## config.mk

```make
export PLATFORM = sky130hd
export DESIGN_NAME = flash_page_loader
export DESIGN_NICKNAME = d
export VERILOG_FILES = /design/src/rtl/flash_page_loader.sv
export SDC_FILE = /design/constraint.sdc
export NUM_CORES = 1
export LEC_CHECK = 0
export BUFFER_PORTS_ARGS = -buffer_cell sky130_fd_sc_hd__buf_2
export CORE_ASPECT_RATIO = 0.9
export CORE_MARGIN = 2
export CORE_UTILIZATION = 45
export CTS_BUF_LIST = sky130_fd_sc_hd__clkbuf_4 sky130_fd_sc_hd__clkbuf_8 sky130_fd_sc_hd__clkbuf_16
export DETAILED_ROUTE_END_ITERATION = 8
export SYNTH_ARGS = -nofsm -noshare
export SYNTH_HDL_FRONTEND = slang
export SYNTH_SLANG_ARGS = --single-unit
```

## constraint.sdc

```tcl
create_clock -name clk -period 5.2 [get_ports clk]
set_input_delay 0.52 -clock clk [delete_from_list [all_inputs] [get_ports clk]]
set_output_delay 0.52 -clock clk [all_outputs]
set_load 0.05 [all_outputs]
```

## src/rtl/flash_page_loader.sv

```systemverilog
// SPI page loader: streams one flash page over single-bit SPI into the page cache SRAM.
// Define FLASH_LOADER_FAST_READ_EN for fast read (0x0B plus 8 dummy clocks) instead of 0x03.
module flash_page_loader #(
  parameter int PAGE_WORDS       = 512,
  parameter int WORD_ADDR_BITS   = 9,
  parameter int SCLK_HALF        = 1,
  parameter int INIT_WAIT_CYCLES = 4
) (
  input  logic                      clk,
  input  logic                      rst,
  input  logic                      enable,
  input  logic                      start,
  input  logic [23:0]               pageAddress,
  output logic                      initialised,
  output logic                      busy,
  output logic [WORD_ADDR_BITS:0]   loadAddress,
  output logic                      done,
  output logic                      sramWriteEnable,
  output logic [WORD_ADDR_BITS-1:0] sramAddress,
  output logic [31:0]               sramData,
  output logic                      flash_csb,
  output logic                      flash_clk,
  output logic                      flash_io0,
  input  logic                      flash_io1
);

  typedef enum logic [3:0] {
    ST_DISABLED, ST_INIT_CMD, ST_INIT_WAIT, ST_IDLE, ST_CMD,
    ST_ADDR, ST_DUMMY, ST_DATA, ST_DONE, ST_ABORT
  } state_t;

  localparam int          LW         = WORD_ADDR_BITS + 1;
  localparam logic [15:0] HALF_LAST  = 16'(SCLK_HALF - 1);
  localparam logic [15:0] INIT_LAST  = 16'(INIT_WAIT_CYCLES - 1);
  localparam logic [15:0] ABORT_LAST = 16'(2 * SCLK_HALF - 1);
  localparam logic [LW-1:0] LAST_WORD = LW'(PAGE_WORDS - 1);
`ifdef FLASH_LOADER_FAST_READ_EN
  localparam logic [7:0]  READ_CMD   = 8'h0B;
`else
  localparam logic [7:0]  READ_CMD   = 8'h03;
`endif

  state_t            r_state, w_next;
  logic              r_sclk;
  logic [15:0]       r_div;
  logic [15:0]       r_wait;
  logic [4:0]        r_bitcnt;
  logic [31:0]       r_txsr;
  logic [30:0]       r_rxsr;
  logic [23:0]       r_page;
  logic [LW-1:0]     r_load;
  logic              r_we;
  logic              r_done;
  logic [WORD_ADDR_BITS-1:0] r_sram_addr;
  logic [31:0]       r_sram_data;

  logic              w_shift, w_busy, w_tick, w_rise, w_fall;
  logic              w_accept, w_restart, w_word_done, w_enter_cmd, w_wait_state;
  logic [31:0]       w_rx_word, w_le_word;
  logic [23:0]       w_cmd_addr;

  assign w_shift      = (r_state == ST_INIT_CMD) || (r_state == ST_CMD) || (r_state == ST_ADDR) ||
                        (r_state == ST_DUMMY) || (r_state == ST_DATA);
  assign w_busy       = (r_state == ST_CMD) || (r_state == ST_ADDR) || (r_state == ST_DUMMY) ||
                        (r_state == ST_DATA) || (r_state == ST_DONE) || (r_state == ST_ABORT);
  assign w_wait_state = (r_state == ST_INIT_WAIT) || (r_state == ST_DONE) || (r_state == ST_ABORT);
  assign w_tick       = w_shift && (r_div == HALF_LAST);
  assign w_rise       = w_tick && !r_sclk;
  assign w_fall       = w_tick && r_sclk;
  assign w_accept     = enable && start && (r_state == ST_IDLE);
  assign w_restart    = enable && start && w_busy;
  // A word completes on the rising SCLK that samples its 32nd bit; an abort in that cycle drops it.
  assign w_word_done  = enable && !start && (r_state == ST_DATA) && w_rise && (r_bitcnt == 5'd31);
  assign w_rx_word    = {r_rxsr, flash_io1};
  assign w_le_word    = {w_rx_word[7:0], w_rx_word[15:8], w_rx_word[23:16], w_rx_word[31:24]};
  assign w_enter_cmd  = (w_next == ST_CMD) && (r_state != ST_CMD);
  assign w_cmd_addr   = (r_state == ST_IDLE) ? pageAddress : r_page;

  always_ff @(posedge clk or negedge rst) begin
    if (!rst) r_state <= ST_DISABLED;
    else      r_state <= w_next;
  end

  always_comb begin
    w_next = r_state;
    if (!enable) begin
      w_next = ST_DISABLED;
    end else if (w_restart) begin
      w_next = ST_ABORT;
    end else begin
      case (r_state)
        ST_DISABLED:  w_next = ST_INIT_CMD;
        ST_INIT_CMD:  if (w_fall && r_bitcnt == 5'd7) w_next = ST_INIT_WAIT;
        ST_INIT_WAIT: if (r_wait == INIT_LAST) w_next = ST_IDLE;
        ST_IDLE:      if (start) w_next = ST_CMD;
        ST_CMD:       if (w_fall && r_bitcnt == 5'd7) w_next = ST_ADDR;
`ifdef FLASH_LOADER_FAST_READ_EN
        ST_ADDR:      if (w_fall && r_bitcnt == 5'd23) w_next = ST_DUMMY;
        ST_DUMMY:     if (w_fall && r_bitcnt == 5'd7) w_next = ST_DATA;
`else
        ST_ADDR:      if (w_fall && r_bitcnt == 5'd23) w_next = ST_DATA;
`endif
        ST_DATA:      if (r_done) w_next = ST_DONE;
        ST_DONE:      if (r_wait == HALF_LAST) w_next = ST_IDLE;
        ST_ABORT:     if (r_wait == ABORT_LAST) w_next = ST_CMD;
        default:      w_next = ST_DISABLED;
      endcase
    end
  end

  always_comb begin
    flash_csb       = !w_shift;
    flash_clk       = r_sclk && w_shift;
    flash_io0       = r_txsr[31] && w_shift;
    busy            = w_busy;
    initialised     = w_busy || (r_state == ST_IDLE);
    loadAddress     = r_load;
    done            = r_done;
    sramWriteEnable = r_we;
    sramAddress     = r_sram_addr;
    sramData        = r_sram_data;
  end

  always_ff @(posedge clk or negedge rst) begin
    if (!rst) begin
      r_sclk      <= 1'b0;
      r_div       <= '0;
      r_wait      <= '0;
      r_bitcnt    <= '0;
      r_txsr      <= '0;
      r_rxsr      <= '0;
      r_page      <= '0;
      r_load      <= '0;
      r_we        <= 1'b0;
      r_done      <= 1'b0;
      r_sram_addr <= '0;
      r_sram_data <= '0;
    end else begin
      r_we   <= 1'b0;
      r_done <= 1'b0;

      // SPI bit timing restarts from SCLK low on every state change
      if (w_next != r_state) begin
        r_div    <= '0;
        r_sclk   <= 1'b0;
        r_bitcnt <= '0;
        r_wait   <= '0;
      end else begin
        if (w_wait_state) r_wait <= r_wait + 16'd1;
        if (w_shift) begin
          r_div <= w_tick ? 16'd0 : r_div + 16'd1;
          if (w_tick) r_sclk <= !r_sclk;
          if (w_fall) r_bitcnt <= r_bitcnt + 5'd1;
        end
      end

      if (w_enter_cmd)                r_txsr <= {READ_CMD, w_cmd_addr};
      else if (r_state == ST_DISABLED) r_txsr <= {8'hAB, 24'h000000};
      else if (w_fall)                r_txsr <= {r_txsr[30:0], 1'b0};

      if (r_state == ST_DATA && w_rise) r_rxsr <= w_rx_word[30:0];

      if (w_accept || w_restart) r_page <= pageAddress;

      // SRAM write strobe one cycle after the last bit; count updates the cycle after that
      if (w_word_done) begin
        r_we        <= 1'b1;
        r_sram_addr <= r_load[WORD_ADDR_BITS-1:0];
        r_sram_data <= w_le_word;
        if (r_load == LAST_WORD) r_done <= 1'b1;
      end

      if (!enable || w_accept || w_restart) r_load <= '0;
      else if (r_we)                        r_load <= r_load + 1'b1;
    end
  end

endmodule

```

==> impl_metrics.ini <==
[pwr]
switching_share = 0.253
seqPwrFrac = 0.512
leakagePower_uw = 0.00466
peakVddDrop_v = 0.000219
combPwrFrac = 0.067
powerDensity_nw_per_um2 = 298
p_clk_frac = 0.421
switchingPower_uw = 731
internal-power_uw = 2160

[sta]
final_hold_viol_count = 0
period_share = 0.686
slew_violations = 0
worst_pin_slew_ns = 1.18
finalSetupViolations = 0
rsz0062_at_grt = false
max_freq_ghz = 0.280
final.setup.tns_ns = 0
layout_min_cycle_time_ns = 3.57
fin_skew_ns = 0.0130
slew_headroom = 0.210

[clocking]
post-cts-setup-buffer-count = 0
ctsRootBufferMaster = clkbuf_16
cts_buffer_depth = 2
cts_hold_buf = 0
insertion_delay_ns = 0.43
cts_resized = 0
numCtsBuffers = 17
htree_levels = 4
cts_tree = yes
cts.clk_slew.worst_paths_ns = 0.07
cts.sinks = 182

[floorplan]
io_pins = 87
coreArea_um2 = 18500
initial_core_util = 0.462
rows = 47
chipHeight_um = 135
die_w_um = 149
die_area_um2 = 20100

[route]
vias = 6073
viasPerCell = 5.46
drc = 0
highest_layer = met4
met3_length_um = 796
drt_iter0_markers = 347
wire_per_inst_um = 15.9
firstDrtPassIters = 5
wl_met2_mm = 8.40
wirelength_mm = 17.7
ant_nets = 0
drt-met1-wl_mm = 8.30

[synth]
synth-main-ff-cell = dfrtp_1
synth_top_area_frac = 0.533
synth_edf_count = 0
synth_area_um2 = 8550
synth_async_sr_flop_share = 1.00
synth_cells = 787
yosysWarnings = 0
ys_types = 58
yosys_register_bits = 182
yosysTopAreaCell = dfrtp_1
synth_nets = 824
avgSynthCellArea_um2 = 10.9
ys_seq_area_frac = 0.533
synth_area_leaders = dfrtp_1 53%, mux2i_1 6.0%, nand2_1 6.0%, mux2_1 5.4%, mux2_2 3.2%

[critical_path]
startpoint_type = flip-flop
worst_path_largest_cell_delay_ns = 1.07
arrival_ns = 3.87
reg2reg_slack_ns = 1.63
crit_type = reg2reg
crit_path_end_kind = flip-flop
crit_path_cell_trace = inv_1, ha_1, nor4b_2, nand4_1, or4_1, nor2_8, mux2_1
cp.required_ns = 5.51
cp_slowest_cell = or4_1
path_buf_inv = 1
cpLargestDelayFamily = simple AND/OR/NAND/NOR gates
critPathMaxFanout = 41

[final_layout]
diodes = 0
fin_area_um2 = 9710
fin_cells = 1112
fin_nets = 891
final_util = 0.524
syn2layout_area_growth_pct = 13.6
layout-drive-gt1-share = 0.185

[global_routing]
grt_pass1_wl_mm = 30.0
grt_max_degree = 98
track_usage = 0.185
grt_pass1_vias = 5948
antenna_found_initial = 0
grt_overflow = 0

[placement]
gp_congestion = 0.862
io_buffers = 86
placed_cells = 1080
post-dp-hpwl_mm = 12.0
dpl-instance-area_um2 = 9150

[status]
status = complete, no violations

[worst_hold_path]
hold_path_class = in2async

[run]
cap_viol_max_count = 0
[state kept, by name, summed over array words and instances, names as in the netlist]
register	count
loadAddress	10
sramWriteEnable	1
r_page	24
r_bitcnt	5
r_wait	16
r_rxsr	31
sramAddress	9
sramData	32
done	1
r_state	4
r_txsr	32
r_div	16
r_sclk	1
[cell usage in the layout (no fill, tap or decap), drive strengths merged, types with 3 or more instances in the layout]
cell type  count
and3           9
inv           18
clkinvlp       5
nand4         26
nor3          48
nor3b          3
nand2        136
nor2b          4
and2           3
clkbuf        17
o22ai         23
buf           93
mux2i         51
nor4           9
and4           6
a211oi         3
nor2          34
nand3         17
a21oi          9
nand2b         5
dfrtp        182
nor4bb         3
ha             8
clkinv         5
xnor2         10
or4            3
o21ai         15
xor2          29
mux2          65
a311oi         3
[kinds of logic (layout without fill, tap and decap cells)]
kind of cell,Yosys count,after routing,share of synthesized area
AO/OA/AOI/OAI,72,72,0.0572
adder cells (fa/ha/maj),8,8,0.0117
flip-flops,182,182,0.533
buffers and inverters,58,138,0.0340
XOR/XNOR,39,39,0.0400
AND/OR/NAND/NOR,312,312,0.179
multiplexers,116,116,0.145
[final cells by class]
class                           count  area, um^2
Clock buffer                       17         425
Clock inverter                     15         136
Fill cell                        1694        8810
Inverter                           13        48.8
Multi-Input combinational cell    547        3740
Sequential cell                   182        4550
Tap cell                          245         307
Timing Repair Buffer               93         502
[final timing paths]
kind	startpoint	end	cells after the start
min in group clk	flash_io1	r_rxsr[0]$_DFFE_PN0P_	3
max reg2reg	r_div[0]$_DFFE_PN0P_	sramData[8]$_DFFE_PN0P_	7
min reg2reg	r_rxsr[30]$_DFFE_PN0P_	r_rxsr[30]$_DFFE_PN0P_	2
max in group asynchronous	rst	loadAddress[8]$_DFFE_PN0P_	2
max	r_div[0]$_DFFE_PN0P_	sramData[8]$_DFFE_PN0P_	7
min	rst	r_wait[13]$_DFFE_PN0P_	1
[through the flow]
stage	total power [uW]	setup WS (ns)	hold WS, ns
2_1_floorplan	1630	2.10	0.224
3_3_place_gp	1700	1.67	0.449
3_5_place_dp	1700	1.58	0.471
4_1_cts	2930	1.56	0.171
5_1_grt	3010	1.36	0.182
6_report	2890	1.63	0.120
[synthesized netlist by cell type (2+ instances only)]
cell type,number
dfrtp_1,182
nand2_1,136
mux2i_1,51
nor3_1,47
mux2_1,41
nor2_1,33
xor2_1,29
nand4_1,26
mux2_2,24
o22ai_1,23
buf_2,19
clkbuf_1,19
nand3_1,17
o21ai_0,13
inv_1,12
xnor2_1,10
and3_1,9
a21oi_1,8
ha_1,8
nor4_1,7
and4_1,6
buf_6,6
nand2b_1,5
nor2b_1,4
a211oi_1,3
a311oi_1,3
and2_1,3
nor3b_1,3
nor4bb_1,3
or4_1,3
a21boi_0,2
a32oi_1,2
nor4_2,2
o211ai_1,2
o21ai_1,2
o22a_1,2
[per-layer routing]
metal	vias up	global-route usage
met3	23	0.0449
met2	137	0.288
met5	-	0
met4	0	0.0593
li1	2922	-
met1	2991	0.258
[power by group through the flow]
stage,Sequential (uW),Combinational (uW),Clock (uW)
CTS,1480,198,1250
finish,1480,193,1220
global route,1480,218,1310
floorplan,1500,130,0
global placement,1500,192,0
detailed placement,1510,198,0
No activity file was read; power rests on OpenSTA's default activity.
